**src/rtl/cmp_search_ctrl.sv**
```systemverilog
`default_nettype none
// ---------------------------------------------------------------------------
// cmp_search_ctrl : MSB-first successive-approximation search of a 6-bit
// operand b, driving probe a into a comparator and consuming lt/ltu/eq.
// Revision: 1.0
// ---------------------------------------------------------------------------
module cmp_search_ctrl #(
  parameter int W = 6
) (
  input  logic         clk,
  input  logic         rst_n,
  input  logic         start,
  input  logic         is_signed,
  input  logic         lt,
  input  logic         ltu,
  input  logic         eq,
  output logic [W-1:0] a,
  output logic         busy,
  output logic         done,
  output logic [W-1:0] result,
  output logic [2:0]   steps,
  output logic         err
);

  localparam int KW = $clog2(W);
  localparam logic [W-1:0] C_MSB = {1'b1, {(W-1){1'b0}}};
  localparam logic [W-1:0] C_ONE = {{(W-1){1'b0}}, 1'b1};
  localparam logic [KW-1:0] C_KTOP = KW'(W-1);

  typedef enum logic [1:0] {
    IDLE  = 2'd0,
    PROBE = 2'd1,
    DONE  = 2'd2
  } state_t;

  state_t        state_q, state_d;
  logic          signed_q, signed_d;
  logic [KW-1:0] k_q, k_d;
  logic [W-1:0]  trial_q, trial_d;
  logic [W-1:0]  a_q, a_d;
  logic [W-1:0]  result_q, result_d;
  logic [2:0]    steps_q, steps_d;
  logic          err_q, err_d;

  logic [W-1:0]  mask_w;
  logic          flag_w;
  logic [W-1:0]  bit_k_w;
  logic [W-1:0]  base_w;
  logic [W-1:0]  next_trial_w;

  always_ff @(posedge clk or negedge rst_n) begin
    if (!rst_n) begin
      state_q  <= IDLE;
      signed_q <= 1'b0;
      k_q      <= '0;
      trial_q  <= '0;
      a_q      <= '0;
      result_q <= '0;
      steps_q  <= '0;
      err_q    <= 1'b0;
    end else begin
      state_q  <= state_d;
      signed_q <= signed_d;
      k_q      <= k_d;
      trial_q  <= trial_d;
      a_q      <= a_d;
      result_q <= result_d;
      steps_q  <= steps_d;
      err_q    <= err_d;
    end
  end

  // Search runs in an offset domain (MSB flipped in signed mode) so that a
  // single unsigned bisection covers both orderings.
  always_comb begin
    mask_w       = signed_q ? C_MSB : '0;
    flag_w       = signed_q ? lt : ltu;
    bit_k_w      = C_ONE << k_q;
    base_w       = flag_w ? trial_q : (trial_q & ~bit_k_w);
    next_trial_w = base_w | (bit_k_w >> 1);
  end

  always_comb begin
    state_d  = state_q;
    signed_d = signed_q;
    k_d      = k_q;
    trial_d  = trial_q;
    a_d      = a_q;
    result_d = result_q;
    steps_d  = steps_q;
    err_d    = err_q;

    case (state_q)
      IDLE: begin
        if (start) begin
          signed_d = is_signed;
          k_d      = C_KTOP;
          trial_d  = C_MSB;
          steps_d  = '0;
          err_d    = 1'b0;
          a_d      = C_MSB ^ (is_signed ? C_MSB : '0);
          state_d  = PROBE;
        end
      end
      PROBE: begin
        steps_d = steps_q + 3'd1;
        if (eq && flag_w) begin
          err_d = 1'b1;
        end
        if (eq) begin
          result_d = trial_q ^ mask_w;
          state_d  = DONE;
        end else if (k_q == '0) begin
          result_d = base_w ^ mask_w;
          state_d  = DONE;
        end else begin
          k_d     = k_q - 1'b1;
          trial_d = next_trial_w;
          a_d     = next_trial_w ^ mask_w;
        end
      end
      DONE: begin
        state_d = IDLE;
      end
      default: begin
        state_d = IDLE;
      end
    endcase
  end

  assign a      = a_q;
  assign busy   = (state_q == PROBE);
  assign done   = (state_q == DONE);
  assign result = result_q;
  assign steps  = steps_q;
  assign err    = err_q;

endmodule
`default_nettype wire

```
**config.mk**
```make
export PLATFORM = sky130hd
export DESIGN_NAME = cmp_search_ctrl
export DESIGN_NICKNAME = d
export VERILOG_FILES = /design/src/rtl/cmp_search_ctrl.sv
export SDC_FILE = /design/constraint.sdc
export NUM_CORES = 1
export LEC_CHECK = 0
export ABC_AREA = 1
export BUFFER_PORTS_ARGS = -buffer_cell sky130_fd_sc_hd__buf_2
export CAP_MARGIN = 20
export CORE_MARGIN = 1.5
export CORE_UTILIZATION = 50
export DETAILED_ROUTE_END_ITERATION = 12
export PLACE_DENSITY = 0.74
export SYNTH_ARGS = -nofsm -noshare
export SYNTH_HDL_FRONTEND = slang
export SYNTH_SLANG_ARGS = --single-unit
```
**constraint.sdc**
```tcl
create_clock -name clk -period 1.7 [get_ports clk]
set_input_delay 0.17 -clock clk [delete_from_list [all_inputs] [get_ports clk]]
set_output_delay 0.17 -clock clk [all_outputs]
set_load 0.1 [all_outputs]
```
Word-level counts from Yosys, hierarchy flattened
Index checks and enable logic that the tools add are counted.
{"block": "op_classes", "eq_ne": 7, "bitwise_logic": 7, "div": 0, "reduce_logical": 11, "magnitude_cmp": 0, "addsub": 2, "mul": 0, "mux": 27, "shift": 1}
{"cell": "$mux 6", "n": 11}
{"cell": "$pmux 6 s2", "n": 2}
{"cell": "$xor 6x6->6", "n": 3}
{"cell": "$mux 3", "n": 4}
{"cell": "$pmux 3 s2", "n": 2}
{"cell": "$reduce_and 2->1", "n": 4}
{"cell": "$and 6x6->6", "n": 1}
{"cell": "$mux 2", "n": 3}
{"cell": "$ne 2x2->1 const B", "n": 3}
{"cell": "$not 6->6", "n": 1}
{"cell": "$or 6x5->6", "n": 1}
{"cell": "$shl 1x3->6 const A", "n": 1}
{"cell": "$pmux 2 s2", "n": 1}
{"cell": "$reduce_and 4->1", "n": 1}
{"cell": "$reduce_bool 2->1", "n": 2}
{"cell": "$add 3x1->3 const B", "n": 1}
{"cell": "$logic_not 3->1", "n": 1}
{"cell": "$mux 1", "n": 3}
{"cell": "$ne 3x2->1 const B", "n": 1}
{"cell": "$reduce_and 3->1", "n": 1}
{"cell": "$sub 3x1->3 const B", "n": 1}
{"cell": "$eq 2x1->1 const B", "n": 1}
{"cell": "$eq 2x2->1 const B", "n": 1}
{"cell": "$logic_not 2->1", "n": 1}
{"cell": "other kinds (4)", "n": 4}
{"block": "word_totals", "mem_bits_rw": 0, "input_bits": 7, "register_bits": 28, "word_cells": 63, "latchBits": 0, "mem_bits_ro": 0, "out_inout_bits": 18, "n_memories": 0}

Depth between registers and ports, before layout
Gate-level depths: netlist of the first run.
{"block": "depth", "ltp_word": 9, "mapped_depth": 10, "depth_no_buf": 10}

Worst setup path after synthesis of the first run
No wires, ideal clock.
{"block": "synth_path", "kind": "register to output", "startpoint": "register state_q[1]", "endpoint": "output port done", "slack_ps": -226, "required_ps": 1530, "path_buffers": 0, "arrival_ps": 1756, "stages_incl_launch_ff": 3, "cell_sequence": "dfrtp_1 inv_2 nor2_1"}
{"block": "synth_via", "elab_chain_cells": 1}
{"element": "from (decl)", "line": "36", "source": "state_t state_q, state_d;"}
{"element": "from (signal assigned)", "line": "62", "source": "state_q <= state_d;"}
{"element": "$eq 2x2->1", "line": "133", "source": "assign done = (state_q == DONE);"}
{"element": "to (decl)", "line": "19", "source": "output logic done,"}
Every way passes these cells.

Worst setup path after layout of the first run
{"block": "layout_path", "startpoint": "register state_q[1]", "endpoint": "output port busy"}
{"block": "layout_via", "elab_chain_cells": 1}
{"element": "$eq 2x1->1", "line": "132", "source": "assign busy = (state_q == PROBE);"}
{"element": "to (decl)", "line": "18", "source": "output logic busy,"}
Every way passes these cells.

==> qor.txt, run 1 <==
Outcome: completed
Worst Tran Pin Value: 0.512 ns
Initial drt markers: 23
Global routing usage on met1: 26.1%
Fmax: 623 MHz
Drt first pass iters: 4
Filler Cell Count: 202
Clock sink count: 23
Via density: 5.19
Core box area: 2280 µm²
Worst R2R Start: k_q[0]
Fin area: 1380 µm²
Data required, critical path: 1.53 ns
Vias in the first global route: 844
Critical path capture point type: primary output
Inserted Clock Buffers: 3
FFs w/ async S/R, synth: 100%
Worst slew margin: 65.9%
Die ar.: 2790 µm²
Initial core utilization: 54.5%
HPWL after DPL: 1.81 mm
Clk pin slew, worst setup/hold paths: 0.12 ns
Avg Inst Size Synth: 8.74 µm²
Ys flop type: dfrtp_1
GP Congestion: 0.902
CTS root buffer: clkbuf_4
Vias post-DR: 996
Row count: 17
Setup violators final: 0
Post-Syn Instances: 142
Post-CTS resize count: 0
Die height: 52.8 µm
RSZ-0062 raised after global routing: false
Layout cells sized above 1: 26.8%
Seq/Total Area, Yosys: 46.4%
Met3 Use GR: 2.57%
Overflow after GRT: 0
WP data arrival: 1.44 ns
Synth unique cells: 26
Yosys reg bits: 23
Gr busiest metal: met2
Period minus WS final: 1.61 ns
First-pass GRT wire length: 3.83 mm
Worst-Skew Late Latency: 0.31 ns
GRT met2 Usage: 30.6%
Share of the synthesized area in the top cell type: 46.4%
Fin. max-slew vios: 0
Number of enable flip-flop cells after synthesis: 0
Initial antenna violation count: 0
Clk buf depth: 2
Hold Startpoint: is_signed
WHS: 0.139 ns
Hold Crit Depth: 3
H-tree depth: 1
Dominant cell type by area after synthesis: dfrtp_1
Final ANT Viol Nets: 0
Post-CTS Setup Bufs: 0
Synthesis-to-layout area growth: 10.8%
Mapped Area: 1240 µm²
Max Cap Violations: 0
Placed cell areas: 1340 µm²
Worst setup SP type: register
Final net count: 178
Cell total after placement: 187
Final Skew: 0.00441 ns
DRC Markers: 0
CTS tree: built
CP startpoint: state_q[1]
Hold Buf Count CTS: 1
Largest net degree at the start of global routing: 24
Register Area: 576 µm²
DRT Wirelength: 2.35 mm
I/O Buffers: 24
Largest cells by area after synthesis: dfrtp_1, nand2_1, ha_1
Fin crit share: 94.4%
Hold WC Path Type: in2reg
Global-route usage over all layers: 19.0%
Reg2Reg Depth: 10
Final hold vios: 0
Area of the multi-input gates: 538 µm²
I/O pin cnt: 25
Non-Filler Instances: 192
Post-Syn Nets: 155
Total negative setup slack: 0 ns
Avg WL per Cell: 12.2 µm
Synth Warn #: 0
Worst-path fanout max: 6
Setup Crit Path Kind: reg2out
Die W: 52.8 µm
ANT cells: 0
## synthesized netlist by cell type (2+ instances only)
library cell / count
dfrtp_1: 23
nand4_1: 2
o21ai_0: 7
nand3_1: 10
nand2_1: 38
ha_1: 6
inv_1: 13
buf_4: 5
o21ai_1: 6
buf_6: 2
nand2_2: 2
a21oi_1: 3
nand2_4: 4
nor2_1: 6
inv_2: 4
## per-stage QoR
step           setup slack (ns)  util (%)
2_1_floorplan            0.0666         -
3_3_place_gp              0.264      58.8
3_5_place_dp              0.189      58.8
4_1_cts                  0.0723      60.4
5_1_grt                  0.0284      60.4
6_report                 0.0949      60.4
## layout make-up
cell class,instances,area share (%)
sequential,23,41.9
multi-input combinational,94,39.1
timing repair buffer,25,9.46
inverter,18,5.10
tap,28,2.55
clock buffer,4,1.91
## state kept, by name, summed over array words and instances, names as in the netlist
name and flops:
signed_q 1, steps 3, result 6, trial_q 6, err 1, a 1
k_q 3, state_q 2
## cell usage in the layout, fill, tap and decap left out, drive strengths merged, types with 2 or more instances in the layout
cell / netlist / layout
buf: 7 / 24
ha: 6 / 6
nand3: 11 / 11
dfrtp: 23 / 23
inv: 18 / 18
clkbuf: 0 / 4
nand4: 2 / 2
o21ai: 13 / 13
nor2: 8 / 8
nand2: 44 / 44
a21oi: 4 / 4
## final timing paths
check / end / slack [ns]
max: busy / 0.09
max reg2reg: trial_q[2] / 0.18
min reg2reg: steps[2] / 0.47
min: a[5] / 0.14
max in group asynchronous: k_q[1] / 1.01
min in group asynchronous: steps[0] / 0.35
## metal layers
metal | routed length (µm) | part of all wire [%] | vias to the layer above
met3 | 109 | 4.6 | 7
met2 | 1070 | 46 | 26
met4 | 63 | 2.7 | 0
met5 | 0 | 0 | -
met1 | 1100 | 47 | 466
li1 | - | - | 497
## logic make-up (layout without fill, tap and decap cells)
group	after synthesis	in the layout	synth area share [%]
AND/OR/NAND/NOR	67	67	27.2
buffers and inverters	25	47	10.5
flip-flops	23	23	46.4
AO/OA/AOI/OAI	21	21	9.88
adder cells (fa/ha/maj)	6	6	6.05
## worst max-delay path: stages, from the launching register on
cell and delay, ns:
dfrtp_1 0.47, nor2_8 0.20, buf_2 0.45
Power of run 1 is not shown: default switching activity piles up to over one toggle a cycle in this logic, so the estimate is an artifact.
==> run 2: changes to the inputs <==
PLACE_DENSITY = 0.71   (was 0.74)
==> run 2 against run 1 <==
Setup slack worse by 0.017 ns. Critical endpoint unchanged. Worst hold slack got worse by 0.017 ns. Fmax shrank 1.0%. Critical path depth unchanged.
==> qor.txt, run 2 (synthesis results as in run 1) <==
Outcome: completed
Post-CTS resize count: 0 (unchanged)
Global-route usage over all layers: 21.0% (+2.0 points)
Post-CTS Setup Bufs: 0 (unchanged)
Fin. max-slew vios: 0 (unchanged)
Period minus WS final: 1.62 ns (+0.0166 ns)
Largest net degree at the start of global routing: 24 (unchanged)
Die ar.: 2790 µm² (unchanged)
R2R setup slack: 0.17 ns (about the same)
Worst R2R Start: k_q[0]
RSZ-0062 raised after global routing: false
I/O Buffers: 24 (unchanged)
Crit Reg-Reg Endpoint: trial_q[2]
Commonest cells after routing, fill and taps aside: nand2_1, buf_2, dfrtp_1
Die W: 52.8 µm (unchanged)
Hold Buf Count CTS: 1 (unchanged)
CP startpoint: state_q[1]
Data required, critical path: 1.53 ns (about the same)
Initial core utilization: 54.5% (unchanged)
CTS tree: built
Row count: 17 (unchanged)
Clk pin slew, worst setup/hold paths: 0.13 ns (about the same)
Via density: 5.16 (-0.50%)
Synthesis-to-layout area growth: 10.8% (unchanged)
Layout cells sized above 1: 26.8% (unchanged)
DRC Markers: 0 (unchanged)
Final Skew: 0.00404 ns (-0.000371 ns)
CTS root buffer: clkbuf_4
Worst-Skew Late Latency: 0.32 ns (about the same)
Vias in the first global route: 886 (+5.0%)
Worst Tran Pin Value: 0.509 ns (-0.00245 ns)
Core box area: 2280 µm² (unchanged)
Worst slew margin: 66.0% (+0.16 points)
Max Cap Violations: 0 (unchanged)
Overflow after GRT: 0 (unchanged)
Critical path capture point type: primary output
WP data arrival: 1.45 ns (about the same)
DRT Wirelength: 2.55 mm (+8.8%)
Avg WL per Cell: 13.3 µm (+8.8%)
Initial drt markers: 26 (+13%)
H-tree depth: 1 (unchanged)
Clock sink count: 23 (unchanged)
ANT cells: 0 (unchanged)
Drt first pass iters: 5 (+1)
Inserted Clock Buffers: 3 (unchanged)
Setup violators final: 0 (unchanged)
Hold WC Path Type: in2reg
Register Area: 576 µm² (unchanged)
Clk buf depth: 2 (unchanged)
I/O pin cnt: 25 (unchanged)
Most common cell after layout, fill and taps aside: nand2_1
HPWL after DPL: 1.90 mm (+5.5%)
Filler Cell Count: 205 (+1.5%)
Reg2Reg Depth: 10 (unchanged)
Area of the multi-input gates: 538 µm² (unchanged)
Total negative setup slack: 0 ns (unchanged)
GP Congestion: 0.827 (-8.4%)
Setup Crit Path Kind: reg2out
Final hold vios: 0 (unchanged)
Die height: 52.8 µm (unchanged)
Worst-path fanout max: 6 (unchanged)
Fin crit share: 95.4% (+0.98 points)
Worst setup path end: busy
Final ANT Viol Nets: 0 (unchanged)
Initial antenna violation count: 0 (unchanged)
Fmax: 617 MHz (-1.0%)
Final net count: 178 (unchanged)
Vias post-DR: 991 (-0.50%)
Worst setup SP type: register
First-pass GRT wire length: 4.12 mm (+7.6%)
-- run 2: worst min-delay path by stage --
stage                         start          to  slack (ns)  cells past startpoint
after floorplan               rst_n        a[5]       -0.13                      0
after global placement        rst_n   result[4]        0.17                      1
after detailed placement      rst_n  trial_q[0]        0.18                      1
after CTS                 is_signed        a[5]        0.12                      3
after global routing      is_signed        a[5]        0.13                      3
final                     is_signed        a[5]        0.12                      3
-- run 2: routing by layer --
metal	track usage (%)	vias to the layer above	routed length, µm
li1	-	492	-
met5	0	-	0
met2	31.3	31	1230
met3	3.71	4	136
met1	29.7	464	1150
met4	8.97	0	30
-- run 2: worst max-delay path, stage by stage (launching register included) --
cell and delay [ns]:
dfrtp_1 0.47, nor2_8 0.21, buf_2 0.46
-- run 2: layout make-up --
| class | instances | area share, % |
|---|---|---|
| Timing Repair Buffer | 25 | 9.46 |
| Multi-Input combinational cell | 94 | 39.1 |
| Tap cell | 28 | 2.55 |
| Sequential cell | 23 | 41.9 |
| Clock buffer | 4 | 1.91 |
| Inverter | 18 | 5.10 |
-- run 2: through the flow --
step / setup slack [ns] / utilization [%] / cells / hold WS (ns) / area [µm²]
finish: 0.0783 / 60.4 / 192 / 0.122 / 1380
global route: 0.0251 / 60.4 / 192 / 0.130 / 1380
CTS: 0.0691 / 60.4 / 192 / 0.121 / 1380
detailed placement: 0.185 / 58.8 / 187 / 0.176 / 1340
global placement: 0.250 / 58.8 / 187 / 0.171 / 1340
floorplan: 0.0666 / - / 142 / -0.126 / 1240
Power of run 2 is left out for the same reason.
==> run 3: changes to the inputs <==
ABC_AREA = unset   (was 1)
==> run 3 against run 2 <==
Synthesized area shrank 2.4%. Core utilization grew 2.8 points. Critical endpoint is now trial_q[3]. Clock skew shrank 0.0020 ns. Critical path type is now reg2reg. Highest routed layer unchanged. Setup slack gained 0.014 ns.
==> qor.txt, run 3 <==
Total negative setup slack: 0 ns (unchanged)
Avg WL per Cell: 13.9 µm (+4.7%)
ANT cells: 0 (unchanged)
Synth Warn #: 0 (unchanged)
Fmax: 622 MHz (+0.85%)
Clk buf depth: 2 (unchanged)
WP data arrival: 1.82 ns (+0.37 ns)
Final hold vios: 0 (unchanged)
Avg Inst Size Synth: 10.1 µm² (+15%)
Worst slew margin: 66.5% (+0.50 points)
Die ar.: 2730 µm² (-2.3%)
Mapped Area: 1210 µm² (-2.4%)
Vias in the first global route: 859 (-3.0%)
Setup violators final: 0 (unchanged)
Yosys reg bits: 23 (unchanged)
Clock sink count: 23 (unchanged)
Synthesis-to-layout area growth: 17.8%
H-tree depth: 1 (unchanged)
Post-Syn Instances: 120 (-15%)
Filler Cell Count: 199 (-2.9%)
Dominant cell type by area after synthesis: dfrtp_1
FFs w/ async S/R, synth: 100% (unchanged)
Post-CTS Setup Bufs: 0 (unchanged)
Synth unique cells: 40 (+54%)
Most frequent cells after synthesis: dfrtp_1, nand2_1, o21ai_1
Via density: 5.43 (+5.1%)
Commonest cells after routing, fill and taps aside: dfrtp_1, buf_2, nand2_1
Row count: 17 (unchanged)
Share of the synthesized area in the top cell type: 47.5% (+1.1 points)
I/O pin cnt: 25 (unchanged)
Final ANT Viol Nets: 0 (unchanged)
Fin. max-slew vios: 0 (unchanged)
Inserted Clock Buffers: 3 (unchanged)
RSZ-0062 raised after global routing: false
WHS: 0.0575 ns (-0.0644 ns)
I/O Buffers: 24 (unchanged)
Clk pin slew, worst setup/hold paths: 0.12 ns (about the same)
Fin crit share: 94.6% (-0.80 points)
Outcome: completed
GP Congestion: 0.823 (-0.47%)
Vias post-DR: 955 (-3.6%)
Critical path capture point type: register
Overflow after GRT: 0 (unchanged)
DRC Markers: 0 (unchanged)
Period minus WS final: 1.61 ns (-0.0136 ns)
Global-route usage over all layers: 19.5% (-1.5 points)
First-pass GRT wire length: 3.95 mm (-4.2%)
Max Cap Violations: 0 (unchanged)
Hold WC Path Type: in2reg
Final Skew: 0.00202 ns (-0.00202 ns)
Number of enable flip-flop cells after synthesis: 0 (unchanged)
HPWL after DPL: 1.79 mm (-6.0%)
Setup Crit Path Kind: reg2reg
Drt first pass iters: 4 (-1)
Seq/Total Area, Yosys: 47.5% (+1.1 points)
Ys flop type: dfrtp_1
Worst-path fanout max: 6 (unchanged)
Die height: 52.2 µm (-1.2%)
CTS root buffer: clkbuf_4
Initial drt markers: 21 (-19%)
CTS tree: built
Data required, critical path: 1.91 ns (+0.38 ns)
Core box area: 2250 µm² (-0.93%)
Largest net degree at the start of global routing: 24 (unchanged)
Layout cells sized above 1: 32.4% (+5.6 points)
Worst-Skew Late Latency: 0.31 ns (about the same)
Most common cell in the netlist: dfrtp_1
Worst Tran Pin Value: 0.502 ns (-0.00749 ns)
Post-Syn Nets: 133 (-14%)
Largest cells by area after synthesis: dfrtp_1, ha_1, nand2_1
Initial core utilization: 53.7% (-0.82 points)
Die W: 52.2 µm (-1.2%)
Worst setup SP type: register
Initial antenna violation count: 0 (unchanged)
DRT Wirelength: 2.45 mm (-4.0%)
Final net count: 162 (-9.0%)
==> run 3: cell families (layout without fill, tap and decap cells) <==
group           after synthesis  count (layout)  synth area share [%]
mux                           2               2                  1.96
flops                        23              23                  47.5
fa+ha+maj                     6               6                  6.20
compound gates               34              34                  19.6
simple gates                 39              39                  17.6
buf+inv                      15              43                  6.41
xor+xnor                      1               1                 0.723
==> run 3: cell type report <==
class,instances,area [µm²],area share [%]
multi-input cells,82,582,40.8
repair buffers,31,178,12.5
flip-flops and latches,23,576,40.4
clock buffers,4,26.3,1.84
well taps,28,35.0,2.46
inverters,8,30.0,2.11
==> run 3: final timing paths <==
path | from | end | slack [ns] | cells past startpoint
worst min-delay path | is_signed | signed_q | 0.06 | 3
worst min register to register | result[0] | result[0] | 0.48 | 2
max in group asynchronous | rst_n | state_q[0] | 1.02 | 2
worst max register to register | k_q[1] | trial_q[3] | 0.09 | 7
worst max-delay path | k_q[1] | trial_q[3] | 0.09 | 7
min in group asynchronous | rst_n | result[5] | 0.34 | 2
==> run 3: repair_timing <==
action                                  CTS  global route
endpoints found under the setup margin    1             8
resized for setup                         1             4
endpoints found under the hold margin    23             0
pin swaps                                 0             1
hold buffers                              1             0
==> run 3: critical path: stages (launching register included) <==
cell and delay, ns:
dfrtp_1 0.43, inv_1 0.15, ha_4 0.17, and2b_2 0.20, nor3_4 0.06, buf_4 0.16, a21o_1 0.15, a32o_1 0.19
==> run 3: metal layers <==
layer	wire [µm]	up-vias	global-route usage, %
met4	53	0	8.12
met3	131	6	2.00
met5	0	-	0
li1	-	475	-
met2	1110	33	31.2
met1	1150	441	27.1
==> run 3: per-stage QoR <==
step / util (%) / std cells / setup WS [ns] / cell area (µm²)
2_1_floorplan: - / 120 / 0.0374 / 1210
3_3_place_gp: 60.6 / 171 / 0.147 / 1370
3_5_place_dp: 60.6 / 171 / 0.0592 / 1370
4_1_cts: 62.3 / 176 / 0.0298 / 1410
5_1_grt: 63.3 / 176 / 0.00729 / 1430
6_report: 63.3 / 176 / 0.0919 / 1430
Power of run 3 is left out for the same reason.
